## src/rtl/d2s_scheduler_if.sv

```systemverilog
`default_nettype none
// ============================================================================
// Module   : d2s_scheduler_if
// Brief    : Requester/display bundle between requesters and d2s_scheduler.
// Revision : 1.0 - initial release
// ============================================================================
interface d2s_scheduler_if #(
  parameter int NReq = 4
);
  logic [NReq-1:0]   Req;
  logic [4*NReq-1:0] ReqData;
  logic [NReq-1:0]   ReqY;
  logic [8*NReq-1:0] ReqLiteral;
  logic [NReq-1:0]   Ack;
  logic [NReq-1:0]   Grant;
  logic              Busy;
  logic [3:0]        data;
  logic              y;
  logic [7:0]        st_literal;

  modport master (
    output Req, ReqData, ReqY, ReqLiteral,
    input  Ack, Grant, Busy, data, y, st_literal
  );

  modport slave (
    input  Req, ReqData, ReqY, ReqLiteral,
    output Ack, Grant, Busy, data, y, st_literal
  );
endinterface
`default_nettype wire

```

## src/rtl/d2s_scheduler.sv

```systemverilog
`default_nettype none
// ============================================================================
// Module   : d2s_scheduler
// Brief    : Time-shares one 7-segment display driver between NReq requesters,
//            round-robin, holding each granted frame for a minimum dwell.
//            Define D2S_SCHED_FIXED_PRIO_EN for fixed lowest-index priority.
// Revision : 1.0 - initial release
// ============================================================================
module d2s_scheduler #(
  parameter int NReq           = 4,
  parameter int ClockPeriod_ns = 20,
  parameter int HoldTime_ns    = 500_000_000
) (
  input  wire logic      Clock,
  input  wire logic      Reset,
  d2s_scheduler_if.slave bus
);
  localparam int HoldCycles   = HoldTime_ns / ClockPeriod_ns;
  localparam int HCounterSize = $clog2(HoldCycles + 1);
  localparam int PtrW         = $clog2(NReq);

  generate
    if (HoldCycles < 1) begin : g_bad_hold
      $error("d2s_scheduler: HoldCycles must be >= 1");
    end
  endgenerate

  typedef enum logic [0:0] {
    S_IDLE = 1'b0,
    S_HOLD = 1'b1
  } state_t;

  state_t                  r_state, w_state_n;
  logic [HCounterSize-1:0] r_cnt,   w_cnt_n;
  logic [PtrW-1:0]         r_ptr,   w_ptr_n;
  logic [NReq-1:0]         r_ack,   w_ack_n;
  logic [NReq-1:0]         r_grant, w_grant_n;
  logic                    r_busy,  w_busy_n;
  logic [3:0]              r_data,  w_data_n;
  logic                    r_y,     w_y_n;
  logic [7:0]              r_lit,   w_lit_n;

  logic [NReq-1:0]         w_req_m;
  logic [NReq-1:0]         w_onehot;
  logic                    w_found;
  logic [PtrW-1:0]         w_win;
  logic [PtrW-1:0]         w_idx;

  // A requester whose Ack is high this cycle is masked so it cannot be re-granted
  // for the same request when the dwell is a single cycle.
  always_comb begin
    w_req_m = bus.Req & ~r_ack;
    w_found = 1'b0;
    w_win   = '0;
    w_idx   = '0;
    for (int k = 0; k < NReq; k++) begin
`ifdef D2S_SCHED_FIXED_PRIO_EN
      w_idx = PtrW'(k);
`else
      w_idx = (int'(r_ptr) + k >= NReq) ? PtrW'(int'(r_ptr) + k - NReq)
                                        : PtrW'(int'(r_ptr) + k);
`endif
      if (!w_found && w_req_m[w_idx]) begin
        w_found = 1'b1;
        w_win   = w_idx;
      end
    end
    w_onehot        = '0;
    w_onehot[w_win] = 1'b1;
  end

  always_comb begin
    w_state_n = r_state;
    w_cnt_n   = r_cnt;
    w_ptr_n   = r_ptr;
    w_ack_n   = '0;
    w_grant_n = r_grant;
    w_busy_n  = r_busy;
    w_data_n  = r_data;
    w_y_n     = r_y;
    w_lit_n   = r_lit;
    if (r_state == S_HOLD && r_cnt != '0) begin
      w_cnt_n = r_cnt - 1'b1;
    end else if (w_found) begin
      w_data_n  = bus.ReqData[4*int'(w_win) +: 4];
      w_y_n     = bus.ReqY[w_win];
      w_lit_n   = bus.ReqLiteral[8*int'(w_win) +: 8];
      w_grant_n = w_onehot;
      w_ack_n   = w_onehot;
      w_busy_n  = 1'b1;
      w_cnt_n   = HCounterSize'(HoldCycles - 1);
`ifndef D2S_SCHED_FIXED_PRIO_EN
      w_ptr_n   = (w_win == PtrW'(NReq - 1)) ? '0 : w_win + 1'b1;
`endif
      w_state_n = S_HOLD;
    end else begin
      // Frame outputs are left alone: the display keeps the last frame.
      w_grant_n = '0;
      w_busy_n  = 1'b0;
      w_state_n = S_IDLE;
    end
  end

  always_ff @(posedge Clock or posedge Reset) begin
    if (Reset) begin
      r_state <= S_IDLE;
      r_cnt   <= '0;
      r_ptr   <= '0;
      r_ack   <= '0;
      r_grant <= '0;
      r_busy  <= 1'b0;
      r_data  <= 4'h0;
      r_y     <= 1'b0;
      r_lit   <= 8'hFF;
    end else begin
      r_state <= w_state_n;
      r_cnt   <= w_cnt_n;
      r_ptr   <= w_ptr_n;
      r_ack   <= w_ack_n;
      r_grant <= w_grant_n;
      r_busy  <= w_busy_n;
      r_data  <= w_data_n;
      r_y     <= w_y_n;
      r_lit   <= w_lit_n;
    end
  end

  assign bus.Ack        = r_ack;
  assign bus.Grant      = r_grant;
  assign bus.Busy       = r_busy;
  assign bus.data       = r_data;
  assign bus.y          = r_y;
  assign bus.st_literal = r_lit;
endmodule
`default_nettype wire
```

## src/flat_wrapper.sv

```systemverilog
// flat-port wrapper written by rule: the top's interface ports become plain ports
module d2s_scheduler_flat 
#(
  parameter int NReq           = 4,
  parameter int ClockPeriod_ns = 20,
  parameter int HoldTime_ns    = 500_000_000
)
  (Clock, Reset, bus_Req, bus_ReqData, bus_ReqY, bus_ReqLiteral, bus_Ack, bus_Grant, bus_Busy, bus_data, bus_y, bus_st_literal);
  d2s_scheduler_if #(.NReq(NReq)) bus_i ();
  input  wire logic Clock;
  input  wire logic Reset;
  input wire logic [$bits(bus_i.Req)-1:0] bus_Req;
  input wire logic [$bits(bus_i.ReqData)-1:0] bus_ReqData;
  input wire logic [$bits(bus_i.ReqY)-1:0] bus_ReqY;
  input wire logic [$bits(bus_i.ReqLiteral)-1:0] bus_ReqLiteral;
  output wire logic [$bits(bus_i.Ack)-1:0] bus_Ack;
  output wire logic [$bits(bus_i.Grant)-1:0] bus_Grant;
  output wire logic [$bits(bus_i.Busy)-1:0] bus_Busy;
  output wire logic [$bits(bus_i.data)-1:0] bus_data;
  output wire logic [$bits(bus_i.y)-1:0] bus_y;
  output wire logic [$bits(bus_i.st_literal)-1:0] bus_st_literal;
  assign bus_i.Req = bus_Req;
  assign bus_i.ReqData = bus_ReqData;
  assign bus_i.ReqY = bus_ReqY;
  assign bus_i.ReqLiteral = bus_ReqLiteral;
  assign bus_Ack = bus_i.Ack;
  assign bus_Grant = bus_i.Grant;
  assign bus_Busy = bus_i.Busy;
  assign bus_data = bus_i.data;
  assign bus_y = bus_i.y;
  assign bus_st_literal = bus_i.st_literal;
  d2s_scheduler #(.NReq(NReq), .ClockPeriod_ns(ClockPeriod_ns), .HoldTime_ns(HoldTime_ns)) u_core (.Clock(Clock), .Reset(Reset), .bus(bus_i));
endmodule
```

## config.mk

```make
export PLATFORM = sky130hd
export DESIGN_NAME = d2s_scheduler_flat
export DESIGN_NICKNAME = d
export VERILOG_FILES = /design/src/rtl/d2s_scheduler_if.sv /design/src/rtl/d2s_scheduler.sv /design/src/flat_wrapper.sv
export SDC_FILE = /design/constraint.sdc
export NUM_CORES = 1
export LEC_CHECK = 0
export ABC_AREA = 1
export CELL_PAD_IN_SITES_DETAIL_PLACEMENT = 1
export CELL_PAD_IN_SITES_GLOBAL_PLACEMENT = 1
export CORE_MARGIN = 2
export CORE_UTILIZATION = 31
export DETAILED_ROUTE_END_ITERATION = 8
export PLACE_DENSITY = 0.8
export SLEW_MARGIN = 20
export SYNTH_ARGS = -nofsm -noshare
export SYNTH_HDL_FRONTEND = slang
export SYNTH_SLANG_ARGS = --single-unit
```

## constraint.sdc

```tcl
create_clock -name Clock -period 1.9 [get_ports Clock]
set_input_delay 0.38 -clock Clock [delete_from_list [all_inputs] [get_ports Clock]]
set_output_delay 0.38 -clock Clock [all_outputs]
set_load 0.01 [all_outputs]
```

==> metrics <==
run status=finished, violations left; failing checks=negative setup slack; Worst Skew=0.0160 ns; Final Worst Setup Slack=-0.0983 ns; Required @ worst endpoint=2.15 ns; Clk Latency, worst-skew pair=0.31 ns; Worst-Margin Slew=0.339 ns; # IOs=80; total wire length=11100 µm; CP arrival=2.25 ns; CTS sink cnt=49; Antenna diodes=0; Port Buffer Count=79; Setup-failing EPs final=14; mean post-synth cell area=6.82 µm²; Tcrit/Tclk final=105%; CTS Hold Bufs=0; cell leakage power=2.32 nW; Hold WC Path Type=input port to async pin; Final min period=2.00 ns; Final TNS setup=-0.444 ns; vias post-DR=3524; routed len/inst=15.4 µm; CP endpoint kind=flip-flop; Reg2Reg Setup Slack=-0.1 ns; area post-placement=4370 µm²; final slew viol count=0; Critical Path Start=u_core.r_ptr[0]; Seq pwr share=34.7%; Worst Setup EP=u_core.bus.st_literal[5]; P_int=0.00243 W; r2r startpoint=u_core.r_ptr[0]; GRT Util Overall=18.4%; Hold Vio Cnt, Final=0; worst vdd ir=0.282 mV; switching pwr=0.00169 W; Reg clk slew, reported paths=0.11 ns; clock buffers created by TritonCTS=5; CTS Root Cell=clkbuf_8; layout cells sized above 1=25.1%; placer congestion estimate=0.832; worst rel slew slack=77.4%; Die Ht=105 µm; largest net degree at the start of global routing=27; initial antenna violation count=0; crit-path max FO=8; CTS tree=done; Power Density=840 nW/µm²; sequential share of the synthesized area=39.0%; Slowest cell on crit path=dfrtp_2; most frequent cells in the layout=136 x nand2_1, 79 x clkdlybuf4s50_1, 53 x inv_1; logic gate share of total power=49.6%; commonest non-fill, non-tap cell in the layout=nand2_1; row count=36; fin nets=648; YS warnings=0; DR DRC count=0; CP Class=flip-flop to flip-flop; RSZ-0062 raised after global routing=yes; Starting DRT DRC Count=95; fmax=500 MHz; Critical Path Max Stage Delay=0.52 ns; critical-path cell list=inv_4, nand3_2, nand2_2, nand2_2, nand2_4, inv_4, nand2_4, nand3_4, buf_12, clkbuf_16, nand3_1, nand2_1, nand2_1, nand2_1, nand2_1, nand2_1; #FFs+latches synth=49; synthesis-to-layout area growth=54.5%; Initial Utilization=32.2%; Clock power frac=15.8%; r2r endpoint=u_core.bus.st_literal[5]; Worst setup SP type=flip-flop; total grt overflow=0; cell area after synthesis=3170 µm²; # H-tree levels=2; core area=9860 µm²; final instance area=4900 µm²; Post-DP HPWL=7580 µm; Die W=105 µm; Sw Ratio=41.0%; post-synth cell types=34; R2R depth=16; MaxCap Viol Count=0; first-pass GRT wire length=17000 µm; DRT Pass-1 Iters=4; Syn Inst Count=465; cell mode on critical path=nand2_1; clock buffer depth=2; Synth Net Count=525; drt via density=4.88; number of global-route vias before repair=3656; antenna viol nets, final=0; Die Footprint=11100 µm²
[worst max-delay path: cells and delay by family, from the launching register on]
kind / cells / cell delay, ns
flops: 1 / 0.52
simple gates: 12 / 0.90
buf+inv: 4 / 0.49
[power by group through the flow]
stage | Sequential, W | Combinational [W] | Clock, W
finish | 0.00143 | 0.00204 | 0.000649
global route | 0.00145 | 0.00224 | 0.000695
CTS | 0.00140 | 0.00171 | 0.000658
detailed placement | 0.00141 | 0.00163 | 0
global placement | 0.00141 | 0.00157 | 0
floorplan | 0.00139 | 0.00100 | 0
[state kept, by name, indices dropped and copies added (netlist names)]
name and count:
u_core.bus.Grant 4, u_core.bus.st_literal 8, u_core.bus.y 1, u_core.r_ptr 2
u_core.bus.data 4, u_core.bus.Busy 1, u_core.bus.Ack 4, u_core.r_cnt 25
[area by class of cell]
| class | instances | area, µm² |
|---|---|---|
| inverters | 63 | 254 |
| repair buffers | 132 | 1330 |
| clock buffers | 5 | 68.8 |
| fillers | 1246 | 4960 |
| flip-flops and latches | 49 | 1240 |
| clock inverters | 3 | 20.0 |
| multi-input cells | 337 | 1820 |
| well taps | 133 | 166 |
[metrics by stage]
step | hold WS, ns | power [W] | cells | util (%) | setup slack, ns
floorplan | 0.455 | 0.00239 | 465 | - | 0.00104
global placement | 0.456 | 0.00298 | 699 | 44.3 | -0.264
detailed placement | 0.466 | 0.00304 | 699 | 44.3 | -0.322
CTS | 0.323 | 0.00377 | 709 | 45.8 | -0.00499
global route | 0.363 | 0.00439 | 722 | 49.7 | -0.238
finish | 0.328 | 0.00411 | 722 | 49.7 | -0.0983
[how the worst min path moves through the flow]
| stage | start | end | slack, ns | cells after the start |
|---|---|---|---|---|
| 6_report | Reset | u_core.bus.data[1] | 0.33 | 2 |
| 5_1_grt | Reset | u_core.bus.data[0] | 0.36 | 2 |
| 4_1_cts | Reset | u_core.bus.data[0] | 0.32 | 2 |
| 3_5_place_dp | u_core.bus.st_literal[7] | u_core.bus.st_literal[7] | 0.47 | 2 |
| 3_3_place_gp | u_core.bus.st_literal[5] | u_core.bus.st_literal[5] | 0.46 | 2 |
| 2_1_floorplan | u_core.r_cnt[16] | u_core.r_cnt[16] | 0.46 | 1 |
[cells by family after synthesis]
group / after synthesis / share of synthesized area [%]
and+or+nand+nor: 295 / 41.4
adders and majority gates: 2 / 0.789
DFF: 49 / 39.0
muxes: 1 / 0.316
AOI/OAI and AO/OA: 33 / 5.52
xor gates and xnor gates: 6 / 2.13
buffers and inverters: 79 / 10.8
[cell usage after synthesis]
| cell type | instances | area (µm²) |
|---|---|---|
| xor2_1 | 4 | 35.0 |
| mux2i_1 | 1 | 10.0 |
| nand4_2 | 1 | 12.5 |
| inv_1 | 57 | 214 |
| inv_2 | 5 | 18.8 |
| or2_0 | 1 | 6.26 |
| a22oi_1 | 1 | 7.51 |
| a21oi_1 | 9 | 45.0 |
| nand4_1 | 8 | 50.1 |
| buf_6 | 2 | 22.5 |
| o21ai_1 | 3 | 15.0 |
| nand2_1 | 152 | 571 |
| ha_1 | 2 | 25.0 |
| nand2_4 | 2 | 22.5 |
| nor4_1 | 2 | 12.5 |
| o21ai_0 | 16 | 80.1 |
| nor2_2 | 3 | 18.8 |
| nand3_4 | 1 | 17.5 |
| or2_2 | 2 | 12.5 |
| nor3_1 | 5 | 25.0 |
| xnor2_2 | 1 | 16.3 |
| xor2_2 | 1 | 16.3 |
| o22ai_1 | 3 | 18.8 |
| dfrtp_1 | 41 | 1030 |
| nand2_2 | 7 | 43.8 |
| dfstp_2 | 8 | 210 |
| buf_4 | 5 | 37.5 |
| or2_1 | 1 | 6.26 |
| a21oi_2 | 1 | 8.76 |
| nand3_1 | 62 | 310 |
| buf_2 | 9 | 45.0 |
| nor2_1 | 44 | 165 |
| nand3_2 | 4 | 40.0 |
| inv_4 | 1 | 6.26 |
[timing repair]
item / CTS / global route
setup buffers: 1 / 10
resized for setup: 8 / 68
setup endpoints to repair: 34 / 47
cloned: 1 / 3
pin swaps: 3 / 25
[per-layer routing]
metal / global-route usage (%) / up-vias / routed length [µm]
met1: 22.8 / 1722 / 4790
met3: 1.93 / 25 / 255
li1: - / 1708 / -
met5: 0 / - / 0
met4: 3.52 / 0 / 222
met2: 34.5 / 69 / 5870
(Power assumes the default switching activity.)
